`config.mk`:
```
export PLATFORM = sky130hd
export DESIGN_NAME = linescanner_capture_ctrl_flat
export DESIGN_NICKNAME = d
export VERILOG_FILES = /design/src/rtl/linescanner_capture_ctrl_if.sv /design/src/rtl/linescanner_capture_ctrl.sv /design/src/flat_wrapper.sv
export SDC_FILE = /design/constraint.sdc
export NUM_CORES = 1
export LEC_CHECK = 0
export ABC_CLOCK_PERIOD_IN_PS = 6400
export BUFFER_PORTS_ARGS = -buffer_cell sky130_fd_sc_hd__buf_2
export CORE_MARGIN = 2
export CORE_UTILIZATION = 59
export CTS_CLUSTER_SIZE = 40
export DETAILED_ROUTE_END_ITERATION = 16
export PLACE_DENSITY = 0.86
export SYNTH_ARGS = -nofsm -noshare
export SYNTH_HDL_FRONTEND = slang
export SYNTH_SLANG_ARGS = --single-unit
```
`constraint.sdc`:
```
create_clock -name main_clock_source -period 6.4 [get_ports main_clock_source]
set_clock_uncertainty 0.05 [all_clocks]
set_input_delay 1.28 -clock main_clock_source [delete_from_list [all_inputs] [get_ports main_clock_source]]
set_output_delay 1.28 -clock main_clock_source [all_outputs]
set_load 0.01 [all_outputs]
```
`src/rtl/linescanner_capture_ctrl_if.sv`:
```
// rtl/linescanner_capture_ctrl_if.sv - sensor sequencer and pixel capture signal bundle
interface linescanner_capture_ctrl_if #(
  parameter int DATA_WIDTH     = 8,
  parameter int TIMER_WIDTH    = 16,
  parameter int IDX_WIDTH      = 16,
  parameter int LINE_CNT_WIDTH = 16
);
  logic                      enable;
  logic                      mode;
  logic                      start;
  logic [TIMER_WIDTH-1:0]    cfg_t_cvc;
  logic [TIMER_WIDTH-1:0]    cfg_t_cds;
  logic [TIMER_WIDTH-1:0]    cfg_t_sample;
  logic [TIMER_WIDTH-1:0]    cfg_t_post;
  logic                      end_adc;
  logic                      lval;
  logic [DATA_WIDTH-1:0]     data;
  logic                      err_clear;
  logic                      rst_cvc;
  logic                      rst_cds;
  logic                      sample;
  logic                      busy;
  logic [DATA_WIDTH-1:0]     pixel_data;
  logic                      pixel_valid;
  logic [IDX_WIDTH-1:0]      pixel_index;
  logic                      line_start;
  logic                      line_end;
  logic [LINE_CNT_WIDTH-1:0] line_count;
  logic                      err_overrun;
  logic                      err_short;

  modport master (
    output enable, mode, start, cfg_t_cvc, cfg_t_cds, cfg_t_sample, cfg_t_post,
           end_adc, lval, data, err_clear,
    input  rst_cvc, rst_cds, sample, busy, pixel_data, pixel_valid, pixel_index,
           line_start, line_end, line_count, err_overrun, err_short
  );

  modport slave (
    input  enable, mode, start, cfg_t_cvc, cfg_t_cds, cfg_t_sample, cfg_t_post,
           end_adc, lval, data, err_clear,
    output rst_cvc, rst_cds, sample, busy, pixel_data, pixel_valid, pixel_index,
           line_start, line_end, line_count, err_overrun, err_short
  );
endinterface

```
`src/rtl/linescanner_capture_ctrl.sv`:
```
// rtl/linescanner_capture_ctrl.sv - line-scan sensor reset/sample sequencer and framed pixel capture
module linescanner_capture_ctrl #(
  parameter int DATA_WIDTH      = 8,
  parameter int TIMER_WIDTH     = 16,
  parameter int PIXELS_PER_LINE = 1024,
  parameter int IDX_WIDTH       = 16,
  parameter int LINE_CNT_WIDTH  = 16
) (
  input logic                       main_clock_source,
  input logic                       n_reset,
  linescanner_capture_ctrl_if.slave bus
);
  typedef enum logic [2:0] {IDLE, T_CVC, T_CDS, WAIT_ADC, T_SAMPLE, T_POST} state_e;

  localparam logic [TIMER_WIDTH-1:0] T_ONE = TIMER_WIDTH'(1);
  localparam logic [IDX_WIDTH:0]     PPL   = (IDX_WIDTH+1)'(PIXELS_PER_LINE);

  state_e                   state_q, state_d;
  logic [TIMER_WIDTH-1:0]   cnt_q, cnt_d;
  logic [TIMER_WIDTH-1:0]   t_cds_q, t_cds_d, t_sample_q, t_sample_d, t_post_q, t_post_d;
  logic                     rst_cvc_q, rst_cvc_d, rst_cds_q, rst_cds_d, sample_q, sample_d;
  logic                     busy_q;

  logic [IDX_WIDTH:0]       pcnt_q, pcnt_d;
  logic                     lval_q, lval_fall;
  logic [DATA_WIDTH-1:0]    pixel_data_q;
  logic                     pixel_valid_q, pixel_valid_d;
  logic [IDX_WIDTH-1:0]     pixel_index_q, pixel_index_d;
  logic                     line_start_q, line_start_d, line_end_q;
  logic [LINE_CNT_WIDTH-1:0] line_count_q, line_count_d;
  logic                     err_overrun_q, err_overrun_d, err_short_q, err_short_d;

  // A programmed duration of 0 is treated as a single cycle.
  function automatic logic [TIMER_WIDTH-1:0] eff(input logic [TIMER_WIDTH-1:0] v);
    return (v == '0) ? T_ONE : v;
  endfunction

  always_comb begin
    state_d    = state_q;
    cnt_d      = cnt_q;
    t_cds_d    = t_cds_q;
    t_sample_d = t_sample_q;
    t_post_d   = t_post_q;
    rst_cvc_d  = rst_cvc_q;
    rst_cds_d  = rst_cds_q;
    sample_d   = sample_q;
    case (state_q)
      IDLE: begin
        if (bus.enable && (!bus.mode || bus.start)) begin
          cnt_d      = eff(bus.cfg_t_cvc);
          t_cds_d    = eff(bus.cfg_t_cds);
          t_sample_d = eff(bus.cfg_t_sample);
          t_post_d   = eff(bus.cfg_t_post);
          rst_cvc_d  = 1'b0;
          state_d    = T_CVC;
        end
      end
      T_CVC: begin
        if (cnt_q == T_ONE) begin
          cnt_d     = t_cds_q;
          rst_cds_d = 1'b0;
          state_d   = T_CDS;
        end else cnt_d = cnt_q - T_ONE;
      end
      T_CDS: begin
        if (cnt_q == T_ONE) state_d = WAIT_ADC;
        else cnt_d = cnt_q - T_ONE;
      end
      WAIT_ADC: begin
        if (bus.end_adc) begin
          cnt_d    = t_sample_q;
          sample_d = 1'b1;
          state_d  = T_SAMPLE;
        end
      end
      T_SAMPLE: begin
        if (cnt_q == T_ONE) begin
          cnt_d    = t_post_q;
          sample_d = 1'b0;
          state_d  = T_POST;
        end else cnt_d = cnt_q - T_ONE;
      end
      T_POST: begin
        if (cnt_q == T_ONE) begin
          rst_cvc_d = 1'b1;
          rst_cds_d = 1'b1;
          state_d   = IDLE;
        end else cnt_d = cnt_q - T_ONE;
      end
      default: state_d = IDLE;
    endcase
  end

  assign lval_fall = lval_q && !bus.lval;

  // pcnt saturates at PIXELS_PER_LINE, so at a falling lval it holds the captured length.
  always_comb begin
    pcnt_d        = pcnt_q;
    pixel_index_d = pixel_index_q;
    pixel_valid_d = 1'b0;
    line_start_d  = 1'b0;
    line_count_d  = line_count_q;
    err_overrun_d = err_overrun_q && !bus.err_clear;
    err_short_d   = err_short_q && !bus.err_clear;
    if (bus.lval) begin
      if (pcnt_q < PPL) begin
        pixel_valid_d = 1'b1;
        pixel_index_d = pcnt_q[IDX_WIDTH-1:0];
        line_start_d  = (pcnt_q == '0);
        pcnt_d        = pcnt_q + (IDX_WIDTH+1)'(1);
      end else err_overrun_d = 1'b1;
    end else pcnt_d = '0;
    if (lval_fall) begin
      line_count_d = line_count_q + LINE_CNT_WIDTH'(1);
      if (pcnt_q < PPL) err_short_d = 1'b1;
    end
  end

  always_ff @(posedge main_clock_source) begin
    if (!n_reset) begin
      state_q       <= IDLE;
      cnt_q         <= '0;
      t_cds_q       <= '0;
      t_sample_q    <= '0;
      t_post_q      <= '0;
      rst_cvc_q     <= 1'b1;
      rst_cds_q     <= 1'b1;
      sample_q      <= 1'b0;
      busy_q        <= 1'b0;
      pcnt_q        <= '0;
      lval_q        <= 1'b0;
      pixel_data_q  <= '0;
      pixel_valid_q <= 1'b0;
      pixel_index_q <= '0;
      line_start_q  <= 1'b0;
      line_end_q    <= 1'b0;
      line_count_q  <= '0;
      err_overrun_q <= 1'b0;
      err_short_q   <= 1'b0;
    end else begin
      state_q       <= state_d;
      cnt_q         <= cnt_d;
      t_cds_q       <= t_cds_d;
      t_sample_q    <= t_sample_d;
      t_post_q      <= t_post_d;
      rst_cvc_q     <= rst_cvc_d;
      rst_cds_q     <= rst_cds_d;
      sample_q      <= sample_d;
      busy_q        <= (state_d != IDLE);
      pcnt_q        <= pcnt_d;
      lval_q        <= bus.lval;
      pixel_data_q  <= bus.data;
      pixel_valid_q <= pixel_valid_d;
      pixel_index_q <= pixel_index_d;
      line_start_q  <= line_start_d;
      line_end_q    <= lval_fall;
      line_count_q  <= line_count_d;
      err_overrun_q <= err_overrun_d;
      err_short_q   <= err_short_d;
    end
  end

  assign bus.rst_cvc     = rst_cvc_q;
  assign bus.rst_cds     = rst_cds_q;
  assign bus.sample      = sample_q;
  assign bus.busy        = busy_q;
  assign bus.pixel_data  = pixel_data_q;
  assign bus.pixel_valid = pixel_valid_q;
  assign bus.pixel_index = pixel_index_q;
  assign bus.line_start  = line_start_q;
  assign bus.line_end    = line_end_q;
  assign bus.line_count  = line_count_q;
  assign bus.err_overrun = err_overrun_q;
  assign bus.err_short   = err_short_q;
endmodule
```
`src/flat_wrapper.sv`:
```
// flat-port wrapper written by rule: the top's interface ports become plain ports
module linescanner_capture_ctrl_flat 
#(
  parameter int DATA_WIDTH      = 8,
  parameter int TIMER_WIDTH     = 16,
  parameter int PIXELS_PER_LINE = 1024,
  parameter int IDX_WIDTH       = 16,
  parameter int LINE_CNT_WIDTH  = 16
)
  (main_clock_source, n_reset, bus_enable, bus_mode, bus_start, bus_cfg_t_cvc, bus_cfg_t_cds, bus_cfg_t_sample, bus_cfg_t_post, bus_end_adc, bus_lval, bus_data, bus_err_clear, bus_rst_cvc, bus_rst_cds, bus_sample, bus_busy, bus_pixel_data, bus_pixel_valid, bus_pixel_index, bus_line_start, bus_line_end, bus_line_count, bus_err_overrun, bus_err_short);
  linescanner_capture_ctrl_if #(.DATA_WIDTH(DATA_WIDTH), .TIMER_WIDTH(TIMER_WIDTH), .IDX_WIDTH(IDX_WIDTH), .LINE_CNT_WIDTH(LINE_CNT_WIDTH)) bus_i ();
  input logic main_clock_source;
  input logic n_reset;
  input wire logic [$bits(bus_i.enable)-1:0] bus_enable;
  input wire logic [$bits(bus_i.mode)-1:0] bus_mode;
  input wire logic [$bits(bus_i.start)-1:0] bus_start;
  input wire logic [$bits(bus_i.cfg_t_cvc)-1:0] bus_cfg_t_cvc;
  input wire logic [$bits(bus_i.cfg_t_cds)-1:0] bus_cfg_t_cds;
  input wire logic [$bits(bus_i.cfg_t_sample)-1:0] bus_cfg_t_sample;
  input wire logic [$bits(bus_i.cfg_t_post)-1:0] bus_cfg_t_post;
  input wire logic [$bits(bus_i.end_adc)-1:0] bus_end_adc;
  input wire logic [$bits(bus_i.lval)-1:0] bus_lval;
  input wire logic [$bits(bus_i.data)-1:0] bus_data;
  input wire logic [$bits(bus_i.err_clear)-1:0] bus_err_clear;
  output wire logic [$bits(bus_i.rst_cvc)-1:0] bus_rst_cvc;
  output wire logic [$bits(bus_i.rst_cds)-1:0] bus_rst_cds;
  output wire logic [$bits(bus_i.sample)-1:0] bus_sample;
  output wire logic [$bits(bus_i.busy)-1:0] bus_busy;
  output wire logic [$bits(bus_i.pixel_data)-1:0] bus_pixel_data;
  output wire logic [$bits(bus_i.pixel_valid)-1:0] bus_pixel_valid;
  output wire logic [$bits(bus_i.pixel_index)-1:0] bus_pixel_index;
  output wire logic [$bits(bus_i.line_start)-1:0] bus_line_start;
  output wire logic [$bits(bus_i.line_end)-1:0] bus_line_end;
  output wire logic [$bits(bus_i.line_count)-1:0] bus_line_count;
  output wire logic [$bits(bus_i.err_overrun)-1:0] bus_err_overrun;
  output wire logic [$bits(bus_i.err_short)-1:0] bus_err_short;
  assign bus_i.enable = bus_enable;
  assign bus_i.mode = bus_mode;
  assign bus_i.start = bus_start;
  assign bus_i.cfg_t_cvc = bus_cfg_t_cvc;
  assign bus_i.cfg_t_cds = bus_cfg_t_cds;
  assign bus_i.cfg_t_sample = bus_cfg_t_sample;
  assign bus_i.cfg_t_post = bus_cfg_t_post;
  assign bus_i.end_adc = bus_end_adc;
  assign bus_i.lval = bus_lval;
  assign bus_i.data = bus_data;
  assign bus_i.err_clear = bus_err_clear;
  assign bus_rst_cvc = bus_i.rst_cvc;
  assign bus_rst_cds = bus_i.rst_cds;
  assign bus_sample = bus_i.sample;
  assign bus_busy = bus_i.busy;
  assign bus_pixel_data = bus_i.pixel_data;
  assign bus_pixel_valid = bus_i.pixel_valid;
  assign bus_pixel_index = bus_i.pixel_index;
  assign bus_line_start = bus_i.line_start;
  assign bus_line_end = bus_i.line_end;
  assign bus_line_count = bus_i.line_count;
  assign bus_err_overrun = bus_i.err_overrun;
  assign bus_err_short = bus_i.err_short;
  linescanner_capture_ctrl #(.DATA_WIDTH(DATA_WIDTH), .TIMER_WIDTH(TIMER_WIDTH), .PIXELS_PER_LINE(PIXELS_PER_LINE), .IDX_WIDTH(IDX_WIDTH), .LINE_CNT_WIDTH(LINE_CNT_WIDTH)) u_core (.main_clock_source(main_clock_source), .n_reset(n_reset), .bus(bus_i));
endmodule
```
== Word-level counts from Yosys, hierarchy flattened ==
Cells that the tools add are included.

* Muxes and demuxes: 29
* Add/subtract/negate cells: 3
* Reduce and logical (&&, ||, !) cells: 28
* Order comparisons: 1
* Equality and inequality tests: 12

{| class="wikitable"
|+ Operators with widths
! kind !! count
|-
| $mux 16 || 9
|-
| $pmux 16 s5 || 1
|-
| $logic_not 16->1 || 4
|-
| $mux 3 || 6
|-
| $pmux 3 s6 || 1
|-
| $add 17x1->17 const B || 1
|-
| $logic_not 17->1 || 1
|-
| $lt 17x11->1 const B || 1
|-
| $add 16x1->16 const B || 1
|-
| $eq 16x1->1 const B || 1
|-
| $sub 16x1->16 const B || 1
|-
| $reduce_and 3->1 || 4
|-
| $mux 1 || 9
|-
| $ne 2x1->1 const B || 4
|-
| $eq 3x2->1 const B || 2
|-
| $eq 3x3->1 const B || 2
|-
| $pmux 1 s2 || 3
|-
| $reduce_and 2->1 || 3
|-
| $reduce_bool 2->1 || 3
|-
| $reduce_bool 5->1 || 1
|-
| $logic_and 1x1->1 || 4
|-
| $ne 2x2->1 const B || 2
|-
| $reduce_and 4->1 || 1
|-
| $eq 3x1->1 const B || 1
|-
| other kinds (5) || 7
|}

* Bits of input ports: 80
* Output and inout bits: 49
* Flip-flop bits (word level): 134
* Logic and storage cells: 92

== Depth between registers and ports, before layout ==
Gate-level depths: netlist of the first run.

* Word-level depth: 6
* Gate-level depth with buffers: 10
* Gate-level depth less buffers: 8

== Least setup slack after synthesis of the first run ==
Ideal clock, no wire load.

* Kind: input-to-reg
* Start: in bus_lval
* End: reg u_core.line_count_q[15] (netlist: u_core.bus.line_count[15])
* Data arrival time: 2.467 ns
* Path buffers: 0
* Library setup time: 0.128 ns
* Required time: 6.222 ns
* Path slack: 3.756 ns
* Stages: 6
* Path through: nor2b_1 nand4_1 nor3_1 nand3_1 xor2_1 nor2_1

* Longest elaborated chain between the ends: 2

{| class="wikitable"
|+ RTL lines
! element !! RTL line !! text
|-
| start, declared || flat_wrapper.sv:22 || <nowiki>input wire logic [$bits(bus_i.lval)-1:0] bus_lval;</nowiki>
|-
| $logic_not 1->1 || linescanner_capture_ctrl.sv:94 || <nowiki>assign lval_fall = lval_q && !bus.lval;</nowiki>
|-
| $logic_and 1x1->1 || linescanner_capture_ctrl.sv:94 ||
|-
| end signal, assigned || linescanner_capture_ctrl.sv:157 || <nowiki>line_count_q <= line_count_d;</nowiki>
|-
| end, declared || linescanner_capture_ctrl.sv:30 || <nowiki>logic [LINE_CNT_WIDTH-1:0] line_count_q, line_count_d;</nowiki>
|}

No other way between the ends.
A chain may end at the register's enable or synchronous reset.

== Worst setup path in the final report of the first run ==
* Start: reg u_core.cnt_q[1]
* End: reg u_core.cnt_q[6]

* Longest elaborated chain between the ends: 3
* Elaborated cells between the ends (all ways): 8
* Classes of those cells: add/sub (1); eq/ne (2); mux (4); reduce/logical (1)

{| class="wikitable"
|+ RTL lines
! element !! RTL line !! text
|-
| start, declared || linescanner_capture_ctrl.sv:19 || <nowiki>logic [TIMER_WIDTH-1:0] cnt_q, cnt_d;</nowiki>
|-
| start signal, assigned || linescanner_capture_ctrl.sv:142 || <nowiki>cnt_q <= cnt_d;</nowiki>
|-
| $sub 16x1->16 or $eq 16x1->1 (tied branches) || - ||
|-
| $mux 16 (tied with other cells) || linescanner_capture_ctrl.sv:66, linescanner_capture_ctrl.sv:84 ||
|-
| $pmux 16 s5 or $reduce_and 4->1 (tied branches) || - ||
|}

Parallel ways exist; a longest one is shown, timed or not. The select of a mux whose other input is x is not followed.

==> impl_metrics.ini, run 1 <==
[outcome]
outcome = finished, final reports clean

[logic_synthesis]
yosysSeqAreaShare_pct = 44.85
async_flop_share_pct = 0
syn_area_per_cell_um2 = 8.227
synth_edf_count = 0
synthAdderAreaFrac_pct = 1.046
synth_top_family_by_area = simple AND/OR/NAND/NOR gates
yosys-top-cells-count = nand2_1, dfxtp_1, a21oi_1
synth.largest_area_cell = dfxtp_1
yosys.area_share.simple_pct = 25.79
mappedNetlistNets = 812
synth_compound_area_share_pct = 19.41
netlist_instances = 727
synth_area_leaders = dfxtp_1, nand2_1, a21oi_1
synth_most_common_cell = nand2_1
synth.distinct_cells = 62
ys_seq_elements = 134
synth_mux_area_share_pct = 0.5021
syn-cell-area_um2 = 5981
synth_top_area_share_pct = 44.85
synthXorXnorAreaFrac_pct = 3.222
ys.flop_type = dfxtp_1
ys_warn_count = 0

[power_and_ir_drop]
p_leak_nw = 2.970
intPower_w = 0.001543
vdd.ir_drop.worst_mv = 0.2040
power_density_nw_per_um2 = 297.3
comb_power_share_pct = 11.6
p_seq_share_pct = 42.7
switching_share_pct = 27.51
finalPower_w = 0.002128
switching_power_w = 0.0005855
clkPwrFrac_pct = 45.7

[timing]
worstMarginPinSlew_ns = 1.089
slew_headroom_pct = 26.71
setup_viol = 0
rsz0062_at_grt = no
min_period_ns = 3.297
fin_crit_sh_pct = 51.52
hold_violations = 0
final.setup.tns_ns = 0
drv_slew = 0
fmax_mhz = 303.3

[setup_path]
cp_cell_sequence = inv_1 -> ha_1 -> or4b_2 -> or4_4 -> o211ai_2 -> or2_2 -> a31oi_1 -> a31o_1
cp_slowest_cell = o211ai_2
worstSetupPathType = flop to flop
cp-start-kind = flop
crit_arrival_ns = 3.66
crit_buf_inv = 1
crit_fanout = 21
cp_top_family = simple AND/OR/NAND/NOR gates
cp_slowest_stage_delay_ns = 0.81
cp.required_ns = 6.76
r2r_setup_slack_ns = 3.10
endpoint_kind = flop

[cts]
numClockSinks = 134
ctsResizeCount = 0
cts_tree = yes
clk_latency_ns = 0.52
cts.clk_slew.worst_paths_ns = 0.06
clockBufferDepth = 2
cts.hold.buffers_added = 0
cts-buffers-inserted = 17
ctsRootBufferMaster = clkbuf_8
cts_max_level = 4
cts_setup_buffers = 0

[finish]
fillCellCount = 773
postLayoutCoreUtil_pct = 72.90
drive_gt1_share_pct = 21.99
multi_input_area_um2 = 2998
stdcell_area_um2 = 7158
n_antenna_cell = 0
regArea_um2 = 2683
nets = 918
areaGrowthSynthToFinish_pct = 19.69

[route]
via_count = 5930
drt_iter0_drc = 522
drt_pre_antenna_iters = 5
wl_per_cell_um = 17.41
vias_per_cell = 6.057
drc = 0
ant_nets = 0
routed_wl_mm = 17.04

[floorplan]
initial_utilization_pct = 60.91
die_h_um = 104.7
die-width_um = 104.7
die-area_um2 = 10960
io_pins = 129
core-area_um2 = 9819
rows = 36

[grt]
grt_pass1_wl_mm = 27.57
track_usage_pct = 31.21
grt_overflow = 0
grt_pass1_vias = 5445
grt_max_degree = 73
antenna_found_initial = 0

[min_path]
hp-class = flop to flop

[placed_design]
portBuffers = 128
dpl_cell_area_um2 = 6566
gp_congestion = 0.9802
dpl.hpwl_mm = 12.04

[flow_run]
maxCapViolCount = 0
kinds of logic after synthesis:
logic type               after synthesis
AO/OA/AOI/OAI                        186
AND/OR/NAND/NOR                      319
XOR/XNOR                              22
buffers and inverters                 58
flip-flops                           134
multiplexers                           3
adder cells (fa/ha/maj)                5
registers in the layout (all words and copies together), names as in the netlist, 3 cells and up:
signal,cells
u_core.bus.line_count,16
u_core.bus.pixel_data,8
u_core.bus.pixel_index,16
u_core.cnt_q,16
u_core.pcnt_q,17
u_core.state_q,3
u_core.t_cds_q,16
u_core.t_post_q,16
u_core.t_sample_q,16
layer usage:
layer / track usage, % / vias to the layer above / wire length (µm)
li1: - / 2794 / -
met1: 41.94 / 2791 / 7218
met2: 49.86 / 312 / 7959
met3: 7.923 / 33 / 1556
met4: 8.952 / 0 / 309
met5: 0 / - / 0
layout make-up:
cell class	count	area share, %
Clock buffer	18	5.978
Clock inverter	14	2.290
Inverter	13	0.6817
Multi-Input combinational cell	535	41.88
Sequential cell	134	37.48
Tap cell	133	2.325
Timing Repair Buffer	132	9.369
per-stage QoR:
| stage | setup WS [ns] | hold WS [ns] | std cells |
|---|---|---|---|
| 2_1_floorplan | 3.756 | 0.3517 | 727 |
| 3_3_place_gp | 3.266 | 0.3768 | 947 |
| 3_5_place_dp | 3.206 | 0.3967 | 947 |
| 4_1_cts | 3.172 | 0.4046 | 979 |
| 5_1_grt | 2.961 | 0.4176 | 979 |
| 6_report | 3.103 | 0.4044 | 979 |
layout by cell type, fill, tap and decap left out, types with 12 or more instances in the layout:
master | netlist | layout
dfxtp_1 | 134 | 134
nand3_1 | 25 | 25
buf_2 | 3 | 128
nand2_1 | 141 | 141
xor2_1 | 17 | 17
nor4_1 | 22 | 21
nor2_1 | 39 | 39
inv_1 | 13 | 12
nor3_1 | 16 | 16
o21ai_0 | 29 | 29
and2_1 | 12 | 12
clkbuf_16 | 0 | 16
and3_1 | 19 | 19
a21oi_1 | 90 | 90
power by group through the flow:
stage / combinational, W / clock [W] / sequential, W
3_3_place_gp: 0.000234 / 0 / 0.000922
3_5_place_dp: 0.000238 / 0 / 0.000925
2_1_floorplan: 0.000167 / 0 / 0.000914
6_report: 0.000247 / 0.000972 / 0.000909
5_1_grt: 0.000270 / 0.00102 / 0.000912
4_1_cts: 0.000241 / 0.000977 / 0.000907
worst paths after layout:
kind,start,to,cells after the start
worst min-delay path,u_core.t_cds_q[6]$_SDFFE_PN0P_,u_core.t_cds_q[6]$_SDFFE_PN0P_,2
worst max-delay path,u_core.cnt_q[1]$_SDFFE_PN0P_,u_core.cnt_q[6]$_SDFFE_PN0P_,8
worst min register to register,u_core.t_cds_q[6]$_SDFFE_PN0P_,u_core.t_cds_q[6]$_SDFFE_PN0P_,2
worst max register to register,u_core.cnt_q[1]$_SDFFE_PN0P_,u_core.cnt_q[6]$_SDFFE_PN0P_,8
worst min-delay path: stages, from the launching register on:
cell and delay, ns:
dfxtp_1 0.31, nand2_1 0.05, a21oi_1 0.05
Power figures use the tool's default switching activity.
==> run 2, diff against run 1 <==
--- a/config.mk
+++ b/config.mk
@@ -5,13 +5,13 @@
 export SDC_FILE = /design/constraint.sdc
 export NUM_CORES = 1
 export LEC_CHECK = 0
-export ABC_CLOCK_PERIOD_IN_PS = 6400
+export ABC_CLOCK_PERIOD_IN_PS = 2830
 export BUFFER_PORTS_ARGS = -buffer_cell sky130_fd_sc_hd__buf_2
 export CORE_MARGIN = 2
-export CORE_UTILIZATION = 59
+export CORE_UTILIZATION = 49
 export CTS_CLUSTER_SIZE = 40
 export DETAILED_ROUTE_END_ITERATION = 16
-export PLACE_DENSITY = 0.86
+export PLACE_DENSITY = 0.76
 export SYNTH_ARGS = -nofsm -noshare
 export SYNTH_HDL_FRONTEND = slang
 export SYNTH_SLANG_ARGS = --single-unit
==> constraint.sdc (replaced) <==
create_clock -name main_clock_source -period 2.83 [get_ports main_clock_source]
set_clock_uncertainty 0.05 [all_clocks]
set_input_delay 0.566 -clock main_clock_source [delete_from_list [all_inputs] [get_ports main_clock_source]]
set_output_delay 0.566 -clock main_clock_source [all_outputs]
set_load 0.01 [all_outputs]
==> impl_metrics.ini, run 2 (same netlist as run 1, synthesis figures left out) <==
[route]
drt-met1-wl_mm = 7.527
wl_per_cell_um = 16.27
wl_met3_mm = 1.196
drc = 0
drt_iter0_drc = 649
ant_nets = 0
vias_per_cell = 5.754
drt_pre_antenna_iters = 8
wl_met2_mm = 7.257
routed_wl_mm = 16.51
topRoutingLayerUsed = met4
via_count = 5840

[cts]
cts-buffers-inserted = 17
cts_max_level = 4
cts.hold.buffers_added = 0
ctsRootBufferMaster = clkbuf_16
cts.clk_slew.worst_paths_ns = 0.05
cts_tree = yes
numClockSinks = 134
clk_latency_ns = 0.41
clockBufferDepth = 2

[power_and_ir_drop]
vdd.ir_drop.worst_mv = 0.5192
power_density_nw_per_um2 = 656.9
p_leak_nw = 3.107

[finish]
postLayoutCoreUtil_pct = 61.80
drive_gt1_share_pct = 23.96
areaGrowthSynthToFinish_pct = 23.60
layout_common_cells = nand2_1, dfxtp_1, buf_2
nets = 941
largest_reg_flops = 17
final_common_cell = nand2_1
stdcell_area_um2 = 7392
fin_cells = 1015
n_antenna_cell = 0
largest_register = u_core.pcnt_q

[grt]
grt_pass1_wl_mm = 26.08
grt_pass1_vias = 5185
grt_max_degree = 52
track_usage_pct = 25.26
antenna_found_initial = 0
grt_overflow = 0

[min_path]
whs_endpoint = u_core.bus.pixel_data[0]$_SDFF_PN0_
hp-class = primary input to flop
min_from = bus_data[0]
whs_path_depth = 2

[setup_path]
cp_cell_sequence = inv_2 -> ha_1 -> or4b_4 -> or4_4 -> o211ai_2 -> buf_4 -> or2_4 -> a31oi_1 -> a31o_1
cp-start-kind = flop
crit_arrival_ns = 2.88
cp.required_ns = 3.08
r2r_setup_slack_ns = 0.20
cp_top_family = simple AND/OR/NAND/NOR gates
crit_fanout = 8
r2r_end = u_core.cnt_q[6]$_SDFFE_PN0P_
cp_slowest_cell = or4_4
endpoint_kind = flop
r2r_cells = 9
cp_slowest_stage_delay_ns = 0.62
crit_buf_inv = 2
reg2reg_from = u_core.cnt_q[1]$_SDFFE_PN0P_
worstSetupPathType = flop to flop

[placed_design]
dpl.hpwl_mm = 11.66
portBuffers = 128
dp.cells = 980
gp_congestion = 0.9371
dpl_cell_area_um2 = 6744

[outcome]
outcome = finished, final reports clean

[floorplan]
io_pins = 129
die-width_um = 114.5
core-area_um2 = 11960
die-area_um2 = 13110
rows = 40
initial_utilization_pct = 50.00
die_h_um = 114.5

[timing]
drv_slew = 0
hold_violations = 0
whs_ns = 0.3098
rsz0062_at_grt = no
slew_headroom_pct = 62.77
fin_crit_sh_pct = 92.95
fmax_mhz = 380.1
setup_viol = 0
worstMarginPinSlew_ns = 0.5577
min_period_ns = 2.631
final.setup.tns_ns = 0

[flow_run]
maxCapViolCount = 0
## run 2: stage by stage
stage / setup slack [ns] / total power [W]
2_1_floorplan: 0.3576 / 0.002446
3_3_place_gp: 0.1378 / 0.002657
3_5_place_dp: 0.07808 / 0.002660
4_1_cts: 0.05599 / 0.004861
5_1_grt: 0.07149 / 0.005042
6_report: 0.1995 / 0.004856
## run 2: power by group
part / internal (W) / switching [W] / leakage, nW
registers: 0.00198 / 0.0000735 / 1.09
logic: 0.000242 / 0.000361 / 1.72
clock network: 0.00143 / 0.000778 / 0.291
## run 2: per-layer routing
metal / GRT usage, % / up-vias
li1: - / 2828
met1: 34.58 / 2710
met2: 37.91 / 264
met3: 6.353 / 38
met4: 10.57 / 0
met5: 0 / -
## run 2: cell type report
type / count / area (µm²)
clock buffers: 23 / 467.9
fillers: 1032 / 4569
repair buffers: 155 / 855.8
clock inverters: 8 / 122.6
multi-input cells: 535 / 3030
flip-flops and latches: 134 / 2683
inverters: 13 / 48.80
well taps: 147 / 183.9
## run 2: worst register-to-register path: stages (launching register included)
cell and delay (ns):
dfxtp_1 0.32, inv_2 0.07, ha_1 0.15, or4b_4 0.47, or4_4 0.62, o211ai_2 0.22, buf_4 0.20, or2_4 0.18
a31oi_1 0.06, a31o_1 0.19
## run 2: worst max-delay path by stage
| stage | from | to | slack, ns | depth (start not counted) |
|---|---|---|---|---|
| floorplan | u_core.cnt_q[1]$_SDFFE_PN0P_ | u_core.cnt_q[1]$_SDFFE_PN0P_ | 0.36 | 9 |
| global placement | u_core.cnt_q[1]$_SDFFE_PN0P_ | u_core.cnt_q[6]$_SDFFE_PN0P_ | 0.14 | 9 |
| detailed placement | u_core.cnt_q[1]$_SDFFE_PN0P_ | u_core.cnt_q[6]$_SDFFE_PN0P_ | 0.08 | 9 |
| CTS | u_core.cnt_q[1]$_SDFFE_PN0P_ | u_core.cnt_q[6]$_SDFFE_PN0P_ | 0.06 | 9 |
| global route | u_core.cnt_q[1]$_SDFFE_PN0P_ | u_core.cnt_q[11]$_SDFFE_PN0P_ | 0.07 | 9 |
| finish | u_core.cnt_q[1]$_SDFFE_PN0P_ | u_core.cnt_q[6]$_SDFFE_PN0P_ | 0.20 | 9 |
## run 2: timing repair
action / 4_1_cts / 5_1_grt
resized for setup: 0 / 11
buffers inserted: 0 / 4
setup endpoints to repair: 0 / 9
